<file path="src/rtl/traffic_pkg.sv">
// traffic_pkg: shared request-FSM encoding and default timing parameters
package traffic_pkg;
  typedef enum logic [1:0] {IDLE, PENDING, SERVING, COOLDOWN} ped_state_e;
  localparam int DEF_DEBOUNCE_CYCLES = 4;
  localparam int DEF_COOLDOWN_CYCLES = 8;
  localparam int DEF_EMG_HOLD_CYCLES = 6;
endpackage

</file>
<file path="src/rtl/sync_debounce.sv">
// sync_debounce: 2-flop synchronizer followed by a consecutive-cycle debouncer
module sync_debounce #(
  parameter int DEBOUNCE_CYCLES = traffic_pkg::DEF_DEBOUNCE_CYCLES
) (
  input  logic clk,
  input  logic reset,
  input  logic d_i,
  output logic level_o,
  output logic flip_o
);
  logic sync1_q, sync2_q, level_q, level_d, diff;
  logic [3:0] cnt_q, cnt_d;
  assign diff    = sync2_q != level_q;
  assign flip_o  = diff && cnt_q == 4'(DEBOUNCE_CYCLES - 1);
  assign cnt_d   = (!diff || flip_o) ? 4'd0 : cnt_q + 4'd1;
  assign level_d = flip_o ? ~level_q : level_q;
  assign level_o = level_q;
  // flip_o is high in the cycle before level_o changes, so callers can act on the same edge
  always_ff @(posedge clk or posedge reset)
    if (reset) begin
      sync1_q <= 1'b0;
      sync2_q <= 1'b0;
      cnt_q   <= 4'd0;
      level_q <= 1'b0;
    end else begin
      sync1_q <= d_i;
      sync2_q <= sync1_q;
      cnt_q   <= cnt_d;
      level_q <= level_d;
    end
endmodule

</file>
<file path="src/rtl/ped_req_conditioner.sv">
// ped_req_conditioner: conditions kerb buttons into a latched request and stretches the emergency input
module ped_req_conditioner
  import traffic_pkg::*;
#(
  parameter int DEBOUNCE_CYCLES = DEF_DEBOUNCE_CYCLES,
  parameter int COOLDOWN_CYCLES = DEF_COOLDOWN_CYCLES,
  parameter int EMG_HOLD_CYCLES = DEF_EMG_HOLD_CYCLES
) (
  input  logic       clk,
  input  logic       reset,
  input  logic [1:0] btn_raw,
  input  logic       emg_raw,
  input  logic       ped_signal,
  output logic       ped_req,
  output logic       emergency,
  output logic       wait_led,
  output logic [7:0] req_count
);
  logic [1:0] btn_lvl, btn_flip;
  logic       emg_lvl, emg_flip, press_d, press_q;
  logic [7:0] cool_q, cool_d, count_q, count_d, hold_q, hold_d;
  ped_state_e state_q, state_d;
  sync_debounce #(.DEBOUNCE_CYCLES(DEBOUNCE_CYCLES)) u_btn0 (
    .clk(clk), .reset(reset), .d_i(btn_raw[0]), .level_o(btn_lvl[0]), .flip_o(btn_flip[0])
  );
  sync_debounce #(.DEBOUNCE_CYCLES(DEBOUNCE_CYCLES)) u_btn1 (
    .clk(clk), .reset(reset), .d_i(btn_raw[1]), .level_o(btn_lvl[1]), .flip_o(btn_flip[1])
  );
  sync_debounce #(.DEBOUNCE_CYCLES(DEBOUNCE_CYCLES)) u_emg (
    .clk(clk), .reset(reset), .d_i(emg_raw), .level_o(emg_lvl), .flip_o(emg_flip)
  );
  assign press_d   = |(btn_flip & ~btn_lvl);
  assign hold_d    = (emg_flip & ~emg_lvl) ? 8'd0 :
                     (emg_flip &  emg_lvl) ? 8'(EMG_HOLD_CYCLES) :
                     hold_q - {7'd0, |hold_q};
  assign ped_req   = state_q == PENDING;
  assign wait_led  = ped_req;
  assign emergency = emg_lvl | (|hold_q);
  assign req_count = count_q;
  // state, counters and the registered press event
  always_ff @(posedge clk or posedge reset)
    if (reset) begin
      state_q <= IDLE;
      cool_q  <= 8'd0;
      count_q <= 8'd0;
      hold_q  <= 8'd0;
      press_q <= 1'b0;
    end else begin
      state_q <= state_d;
      cool_q  <= cool_d;
      count_q <= count_d;
      hold_q  <= hold_d;
      press_q <= press_d;
    end
  // request FSM: presses outside IDLE are dropped, never queued
  always_comb begin
    state_d = state_q;
    cool_d  = cool_q;
    count_d = count_q;
    case (state_q)
      IDLE: if (press_q) begin
        state_d = PENDING;
        count_d = (count_q == 8'hFF) ? count_q : count_q + 8'd1;
      end
      PENDING: if (ped_signal) state_d = SERVING;
      SERVING: if (!ped_signal) begin
        state_d = COOLDOWN;
        cool_d  = 8'd0;
      end
      COOLDOWN: begin
        cool_d  = cool_q + 8'd1;
        state_d = (cool_q == 8'(COOLDOWN_CYCLES - 1)) ? IDLE : COOLDOWN;
      end
      default: state_d = IDLE;
    endcase
  end
endmodule

</file>
<file path="config.mk">
export PLATFORM = sky130hd
export DESIGN_NAME = ped_req_conditioner
export DESIGN_NICKNAME = d
export VERILOG_FILES = /design/src/rtl/traffic_pkg.sv /design/src/rtl/sync_debounce.sv /design/src/rtl/ped_req_conditioner.sv
export SDC_FILE = /design/constraint.sdc
export NUM_CORES = 1
export LEC_CHECK = 0
export CAP_MARGIN = 25
export CORE_MARGIN = 1
export CORE_UTILIZATION = 55
export DETAILED_ROUTE_END_ITERATION = 8
export PLACE_DENSITY = 0.84
export SYNTH_ARGS = -nofsm -noshare
export SYNTH_HDL_FRONTEND = slang
export SYNTH_HIERARCHICAL = 1
export SYNTH_SLANG_ARGS = --single-unit
</file>
<file path="constraint.sdc">
create_clock -name clk -period 3.8 [get_ports clk]
set_clock_uncertainty 0.05 [all_clocks]
set_input_delay 0.76 -clock clk [delete_from_list [all_inputs] [get_ports clk]]
set_output_delay 0.76 -clock clk [all_outputs]
set_load 0.02 [all_outputs]
</file>
# After elaboration in Yosys (flattened, before gate mapping)
# Index checks and enable logic that the tools add are counted.
# word_totals
elab_cells	74
regBits	48
input_bits	6
# op_classes
reduce_logical	16
bitwise_logic	9
n_mux	12
n_addsub	6
eq_ne	14
# op_table
cell	n
$mux 8	3
$add 8x1->8 const B	2
$pmux 8 s2	1
$add 4x1->4 const B	3
$eq 4x2->1 const B	3
$mux 4	3
$eq 8x3->1 const B	1
$eq 8x8->1 const B	1
$mux 2	4
$pmux 2 s4	1
$reduce_or 8->1	1
$sub 8x1->8	1
$ne 2x2->1 const B	3
$reduce_and 3->1	2
$eq 2x2->1 const B	2
$not 1->1	4
$logic_and 1x1->1	3
$logic_not 1->1	3
$logic_or 1x1->1	3
$ne 1x1->1	3
$and 1x1->1	2
$and 2x2->2	1
$eq 2x1->1 const B	1
$logic_not 2->1	1
other kinds (5)	5

# Logic depth before layout (Yosys ltp)
# Gate-level depths: netlist (run 1).
# logic_depth
ltp_word	5
depth_mapped	7
ltp_nobuf	7

# Cells and area by module
# Netlist (run 1), hierarchy kept.
# modules_own_cells
mod	area_per_inst_um2	cells_per_inst	n_inst
ped_req_conditioner	1358.8	137	1
sync_debounce	296.5	22	3

# Least setup slack after synthesis (run 1)
# No wires, ideal clock.
# synth_path
path_kind	reg-to-output
from	register hold_q[4]
to	output emergency
slack_ns	1.799
path_buffers	0
t_arrival_ns	1.191
required_time_ns	2.990
path_stages_with_launch	4
path_cell_list	dfrtp_1 > nor4_1 > nand2_1 > or2_2
# synth_via
elab_chain_cells	2
# synth_rtl
element	line_no	rtl
start: declaration	ped_req_conditioner.sv:21	logic [7:0] cool_q, cool_d, count_q, count_d, hold_q, hold_d;
start signal: assignment	ped_req_conditioner.sv:52	hold_q <= hold_d;
$reduce_or 8->1	ped_req_conditioner.sv:38	assign emergency = emg_lvl | (|hold_q);
$or 1x1->1	ped_req_conditioner.sv:38	
end: declaration	ped_req_conditioner.sv:15	output logic emergency,
# No other way between the ends.

# Worst setup path after layout (run 1)
# Same ends and word-level chain as after synthesis.

==> results of run 1 <==
[per-stage QoR]
step | hold slack, ns | utilization
3_3_place_gp | 0.282 | 0.642
2_1_floorplan | 0.281 | -
5_1_grt | 0.313 | 0.674
3_5_place_dp | 0.286 | 0.649
4_1_cts | 0.305 | 0.674
6_report | 0.301 | 0.674
[registers in the layout (all words and copies together) (netlist names), 2 cells and up]
register / cells
state_q: 2
u_emg/cnt_q: 4
cool_q: 8
hold_q: 8
u_btn1/cnt_q: 4
u_btn0/cnt_q: 4
req_count: 8
[worst max-delay path by stage]
stage / startpoint / endpoint / depth (start not counted)
3_3_place_gp: hold_q[4]$_DFF_PP0_ / emergency / 4
5_1_grt: hold_q[4]$_DFF_PP0_ / emergency / 4
6_report: hold_q[4]$_DFF_PP0_ / emergency / 4
4_1_cts: hold_q[4]$_DFF_PP0_ / emergency / 4
3_5_place_dp: hold_q[4]$_DFF_PP0_ / emergency / 4
2_1_floorplan: hold_q[4]$_DFF_PP0_ / emergency / 3
[final cells by class]
cell class	count	area [um^2]	area share
clock buffers	7	86.3	0.0337
repair buffers	17	188	0.0733
multi-input cells	139	972	0.380
flip-flops and latches	48	1200	0.469
well taps	48	60.1	0.0235
clock inverters	1	7.51	0.00293
inverters	12	45.0	0.0176
[power breakdown]
| group | leakage [nW] | switching [W] | internal, W |
|---|---|---|---|
| registers | 0.614 | 0.000160 | 0.000644 |
| clock network | 0.0445 | 0.000162 | 0.000148 |
| logic | 0.453 | 0.000209 | 0.000212 |
| total | 1.11 | 0.000530 | 0.00100 |
[worst max-delay path, stage by stage (launching register included)]
cell and delay, ns:
dfrtp_1 0.41, nor4_1 0.41, nand2_1 0.12, or2_2 0.29, clkdlybuf4s50_1 0.53
[routing by layer]
| layer | GRT usage | up-vias |
|---|---|---|
| li1 | - | 766 |
| met1 | 0.235 | 776 |
| met2 | 0.333 | 24 |
| met3 | 0.0569 | 5 |
| met4 | 0.0559 | 0 |
| met5 | 0 | - |
[kinds of logic after synthesis]
kind of cell | Yosys count | synth area share
AOI/OAI and AO/OA | 34 | 0.104
xor gates and xnor gates | 12 | 0.0467
adders and majority gates | 7 | 0.0390
buffers and inverters | 16 | 0.0334
DFF | 48 | 0.534
muxes | 7 | 0.0351
and+or+nand+nor | 79 | 0.208
[layout by cell type, fill, tap and decap left out, types with 2 or more instances in the layout]
master and instances:
nand4_1 2, nor2_1 10, nor3b_1 4, inv_1 12
clkdlybuf4s50_1 16, nor3b_2 3, and4_1 3, or2_2 2
a22o_1 2, o22ai_1 4, clkbuf_8 6, mux2_1 4
and3_1 4, ha_1 7, mux2_2 3, nand3_1 8
nor2b_1 5, nor3_1 5, nand3b_1 3, nor4_1 4
dfrtp_1 48, nand2b_1 4, nand2_1 18, xor2_1 2
a21oi_1 10, a2111oi_2 3, o21ai_0 9, xnor2_1 10
==> qor.txt, run 1 <==
Wire per inst - 13.1 um
Placer Congestion - 0.762
Gate count of the mapped netlist - 203
M1 wire length - 1650 um
Synth Cell Area - 2250 um^2
Total Routing Usage GR - 0.194
Finished Layout Cells - 272
Hold Path End - u_btn1/sync2_q$_DFF_PP0_
Seq/Total Area, Yosys - 0.534
Clk pin slew, worst setup/hold paths - 0.09 ns
Area growth syn-to-layout - 13.9%
Tcrit/Tclk final - 0.757
Met3 Wirelength - 126 um
Vias/cell - 5.78
Worst Reg-to-Reg Cells - 7
H-tree depth - 2
CP Data Required Time - 2.99 ns
Resize count post-CTS - 0
Layout cell share with drive strength beyond 1 - 0.0982
Ports - 17
Chip Height - 65.9 um
Worst R2R End - hold_q[6]$_DFF_PP0_
Routed Wire Length - 3570 um
Worst slew pin tran - 0.636 ns
Final ANT Viol Nets - 0
Yosys cell types - 39
Reg2reg start - hold_q[4]$_DFF_PP0_
Antenna Cells - 0
Starting Density - 0.592
Placed insts - 264
Setup TNS - 0 ns
Final setup margin - 0.923 ns
Num rows - 22
Post-synth EDFFs - 0
Arr. time, crit path - 2.07 ns
Top Layer Used - met4
First-pass GRT wire length - 6360 um
Synthesized area per cell - 11.1 um^2
Hold path start - u_btn1/sync1_q$_DFF_PP0_
Clock tree buffer depth - 2
Clock sinks - 48
Worst-path fanout max - 3
Top post-synthesis cells by count - dfrtp_1, nand2_1, inv_1
CTS tree - done
Asr flop ratio synth - 1.00
Post-Syn Nets - 216
Pre-CTS WS - 1.24 ns
CTS buffer count - 5
Hold Path Stages - 0
Ranking of synthesized cells by area - dfrtp_1, ha_1, xnor2_1, nand2_1, a21oi_1
RSZ-0062 raised after global routing - false
Total gr overflow - 0
First DRT Iteration DRCs - 115
Final slew viol count - 0
Ys flop type - dfrtp_1
Kind of critical path - reg -> out
Slew headroom - 0.571
Post-CTS Setup Inserts - 0
Setup crit start kind - flop
Area leader, netlist - dfrtp_1
VDD IR max - 0.000392 V
F_max - 0.348 GHz
Final min period - 2.88 ns
Worst-Skew Late Latency - 0.30 ns
Initial antenna violation count - 0
Yosys reg bits - 48
Total Power - 0.00153 W
Die Footprint - 4350 um^2
Met2 WL - 1760 um
Synth top area share - 0.534
Fin. Hold Viols - 0
Leak pwr - 1.11 nW
Setup violators final - 0
Die X - 65.9 um
Synth warn - 6
# port buffers - 16
TritonRoute pass-1 iters - 4
Fin nets - 236
Final Cell Area - 2560 um^2
Vias - 1571
Cell Area, Placed - 2470 um^2
Most frequent cell after synthesis - dfrtp_1
Number of global-route vias before repair - 1476
Worst R2R Setup Slack - 1.94 ns
Hold_buf cts - 0
Outcome - complete, no violations
Worst Hold Class - reg -> reg
Drt drc - 0
Core ar. - 3800 um^2
P per Cell Area - 599 nW/um^2
Crit end category - output port
Largest net degree at the start of global routing - 22
Clock root cell - clkbuf_8
Max-cap violation count - 0
DP Wirelength - 2650 um
# fillers - 292
Note: power is estimated with default switching activity, not from simulation.
==> run 2, diff against run 1 <==
Settings changed: CORE_UTILIZATION 55 to 52, PLACE_DENSITY 0.84 to 0.83.
Clock period 3.8 ns to 2.4 ns, I/O delays scaled along.
==> run 2 against run 1 <==
Effect of this change:
- first-iteration DRC count down 41%
- global-route usage grew 0.47 points
- via count grew 0.32%
- hold slack better by 0.0014 ns
- register-to-register slack lost 1.4 ns
- non-clock buffer count grew 6
- utilization down 4.0 points
- setup slack got worse by 0.85 ns
- critical path type unchanged
- sequential power grew 52%
- sequential cell count stayed put
==> qor.txt, run 2 (synthesis gave the netlist of run 1 again) <==
Total Routing Usage GR - 0.198 (was 0.194)
Largest net degree at the start of global routing - 28 (was 22)
Antenna Cells - 0 (unchanged)
Most frequent cells in the layout - dfrtp_1, nand2_1, clkdlybuf4s50_1 (unchanged)
Placer Congestion - 0.799 (was 0.762)
Setup violators final - 0 (unchanged)
Ports - 17 (unchanged)
VDD IR max - 0.000625 V (was 0.000392 V)
Slew headroom - 0.625 (was 0.571)
Fin. Hold Viols - 0 (unchanged)
CP max stage cell - dfrtp_1 (was clkdlybuf4s50_1)
Wire per inst - 13.4 um (was 13.1 um)
Area growth syn-to-layout - 15.1% (was 13.9%)
Crit end category - output port (unchanged)
Busiest grt layer - met2 (unchanged)
Core ar. - 4090 um^2 (was 3800 um^2)
DP Wirelength - 2670 um (was 2650 um)
Vias - 1576 (was 1571)
# port buffers - 16 (unchanged)
TritonRoute pass-1 iters - 4 (unchanged)
CTS tree - done (unchanged)
Worst Reg-to-Reg Cells - 8 (was 7)
Finished Layout Cells - 280 (was 272)
F_max - 0.429 GHz
Kind of critical path - reg -> out (unchanged)
Chip Height - 67.8 um (was 65.9 um)
H-tree depth - 2 (unchanged)
Die X - 67.8 um (was 65.9 um)
Layout cell share with drive strength beyond 1 - 0.122 (was 0.0982)
Max-cap violation count - 0 (unchanged)
Final ANT Viol Nets - 0 (unchanged)
Clock sinks - 48 (unchanged)
Total gr overflow - 0 (unchanged)
Worst-Skew Late Latency - 0.29 ns (was 0.30 ns)
Arr. time, crit path - 1.80 ns (was 2.07 ns)
CTS buffer count - 5 (unchanged)
Min Hold Slack - 0.303 ns (was 0.301 ns)
Final min period - 2.33 ns
Routed Wire Length - 3750 um (was 3570 um)
Utilization after layout - 0.633 (was 0.674)
Initial antenna violation count - 0 (unchanged)
Die Footprint - 4590 um^2 (was 4350 um^2)
Final Cell Area - 2590 um^2 (was 2560 um^2)
Leak pwr - 1.13 nW (was 1.11 nW)
Outcome - complete, no violations (unchanged)
Worst Hold Class - reg -> reg (unchanged)
Final slew viol count - 0 (unchanged)
Kind of cell adding the most delay to the critical path - simple AND/OR/NAND/NOR gates (unchanged)
Met2 Usage GRT - 0.324 (was 0.333)
Drt drc - 0 (unchanged)
Vias/cell - 5.63 (was 5.78)
CP Data Required Time - 1.87 ns (was 2.99 ns)
Multi-input logic area - 978 um^2 (was 972 um^2)
Sequential standard cell area - 1200 um^2 (unchanged)
Hold Path Stages - 0 (unchanged)
Clock tree buffer depth - 2 (unchanged)
Total Power - 0.00250 W (was 0.00153 W)
Number of global-route vias before repair - 1522 (was 1476)
Hold_buf cts - 0 (unchanged)
Num rows - 23 (was 22)
Clock group share of total power - 0.189 (was 0.202)
First DRT Iteration DRCs - 68 (was 115)
Tcrit/Tclk final - 0.971
Setup crit start kind - flop (unchanged)
Internal power - 0.00165 W (was 0.00100 W)
Placed insts - 271 (was 264)
Gate power share - 0.321 (was 0.274)
Starting Density - 0.550 (was 0.592)
Clk pin slew, worst setup/hold paths - 0.08 ns (was 0.09 ns)
Clock root cell - clkbuf_8 (unchanged)
P_sw - 0.000849 W (was 0.000530 W)
Buf/Inv on CP - 2 (was 1)
Switch share - 0.340 (was 0.346)
# fillers - 345 (was 292)
Crit path depth - 5 (was 4)
Worst slew pin tran - 0.561 ns (was 0.636 ns)
Most common cell after layout, fill and taps aside - dfrtp_1 (unchanged)
Cell Area, Placed - 2490 um^2 (was 2470 um^2)
GRT met3 Usage - 0.0608 (was 0.0569)
Fin nets - 242 (was 236)
Worst-path fanout max - 3 (unchanged)
CP Cell Sequence - nor4_2 -> buf_4 -> nand2_1 -> or2_2 -> dlygate4sd2_1 (was nor4_1 -> nand2_1 -> or2_2 -> clkdlybuf4s50_1)
P per Cell Area - 965 nW/um^2 (was 599 nW/um^2)
Critical path's largest stage delay - 0.39 ns (was 0.53 ns)
Met1 Use GR - 0.249 (was 0.235)
First-pass GRT wire length - 6570 um (was 6360 um)
Flop pwr share - 0.490 (was 0.524)
==> run 2: changes by cell type in the layout (fill, tap and decap cells not counted), sizes merged <==
cell	change
clkbuf	+1
clkinvlp	-1
clkdlybuf4s50	-1
dlygate4sd2	+1
buf	+6
==> run 2: area by class of cell <==
| type | count | area share |
|---|---|---|
| Clock buffer | 8 | 0.0348 |
| Timing Repair Buffer | 23 | 0.0817 |
| Inverter | 12 | 0.0174 |
| Multi-Input combinational cell | 139 | 0.378 |
| Tap cell | 50 | 0.0242 |
| Sequential cell | 48 | 0.464 |
==> run 2: metal layers <==
metal	share of wire	up-vias
met2	0.48	35
met4	0.0088	0
li1	-	771
met1	0.47	766
met5	0	-
met3	0.036	4
==> run 2: through the flow <==
step / setup WS, ns / TNS, ns
5_1_grt: -0.00874 / -0.00874
3_3_place_gp: 0.146 / 0
3_5_place_dp: 0.145 / 0
4_1_cts: 0.0173 / 0
2_1_floorplan: 0.679 / 0
6_report: 0.0695 / 0
==> run 2: power by group through the flow <==
stage	registers, W	clock network (W)	logic [W]
floorplan	0.00120	0	0.000587
detailed placement	0.00123	0	0.000777
global route	0.00126	0.000529	0.000923
CTS	0.00122	0.000491	0.000788
finish	0.00122	0.000473	0.000802
global placement	0.00122	0	0.000750
==> run 2: path summary, 6_finish.rpt <==
check / slack [ns] / from / endpoint
min reg2reg: 0.30 / u_btn1/sync1_q$_DFF_PP0_ / u_btn1/sync2_q$_DFF_PP0_
min: 0.30 / u_btn1/sync1_q$_DFF_PP0_ / u_btn1/sync2_q$_DFF_PP0_
max: 0.07 / hold_q[3]$_DFF_PP0_ / emergency
min in group asynchronous: 0.45 / reset / u_emg/cnt_q[2]$_DFF_PP0_
max in group asynchronous: 1.45 / reset / req_count[6]$_DFFE_PP0P_
max reg2reg: 0.54 / hold_q[3]$_DFF_PP0_ / hold_q[4]$_DFF_PP0_
==> run 2: repair_timing <==
action                                  4_1_cts  5_1_grt
endpoints found under the hold margin         0        0
pin swaps                                     0        1
endpoints found under the setup margin        1        1
resized for setup                             1        1
buffers inserted                              0        1
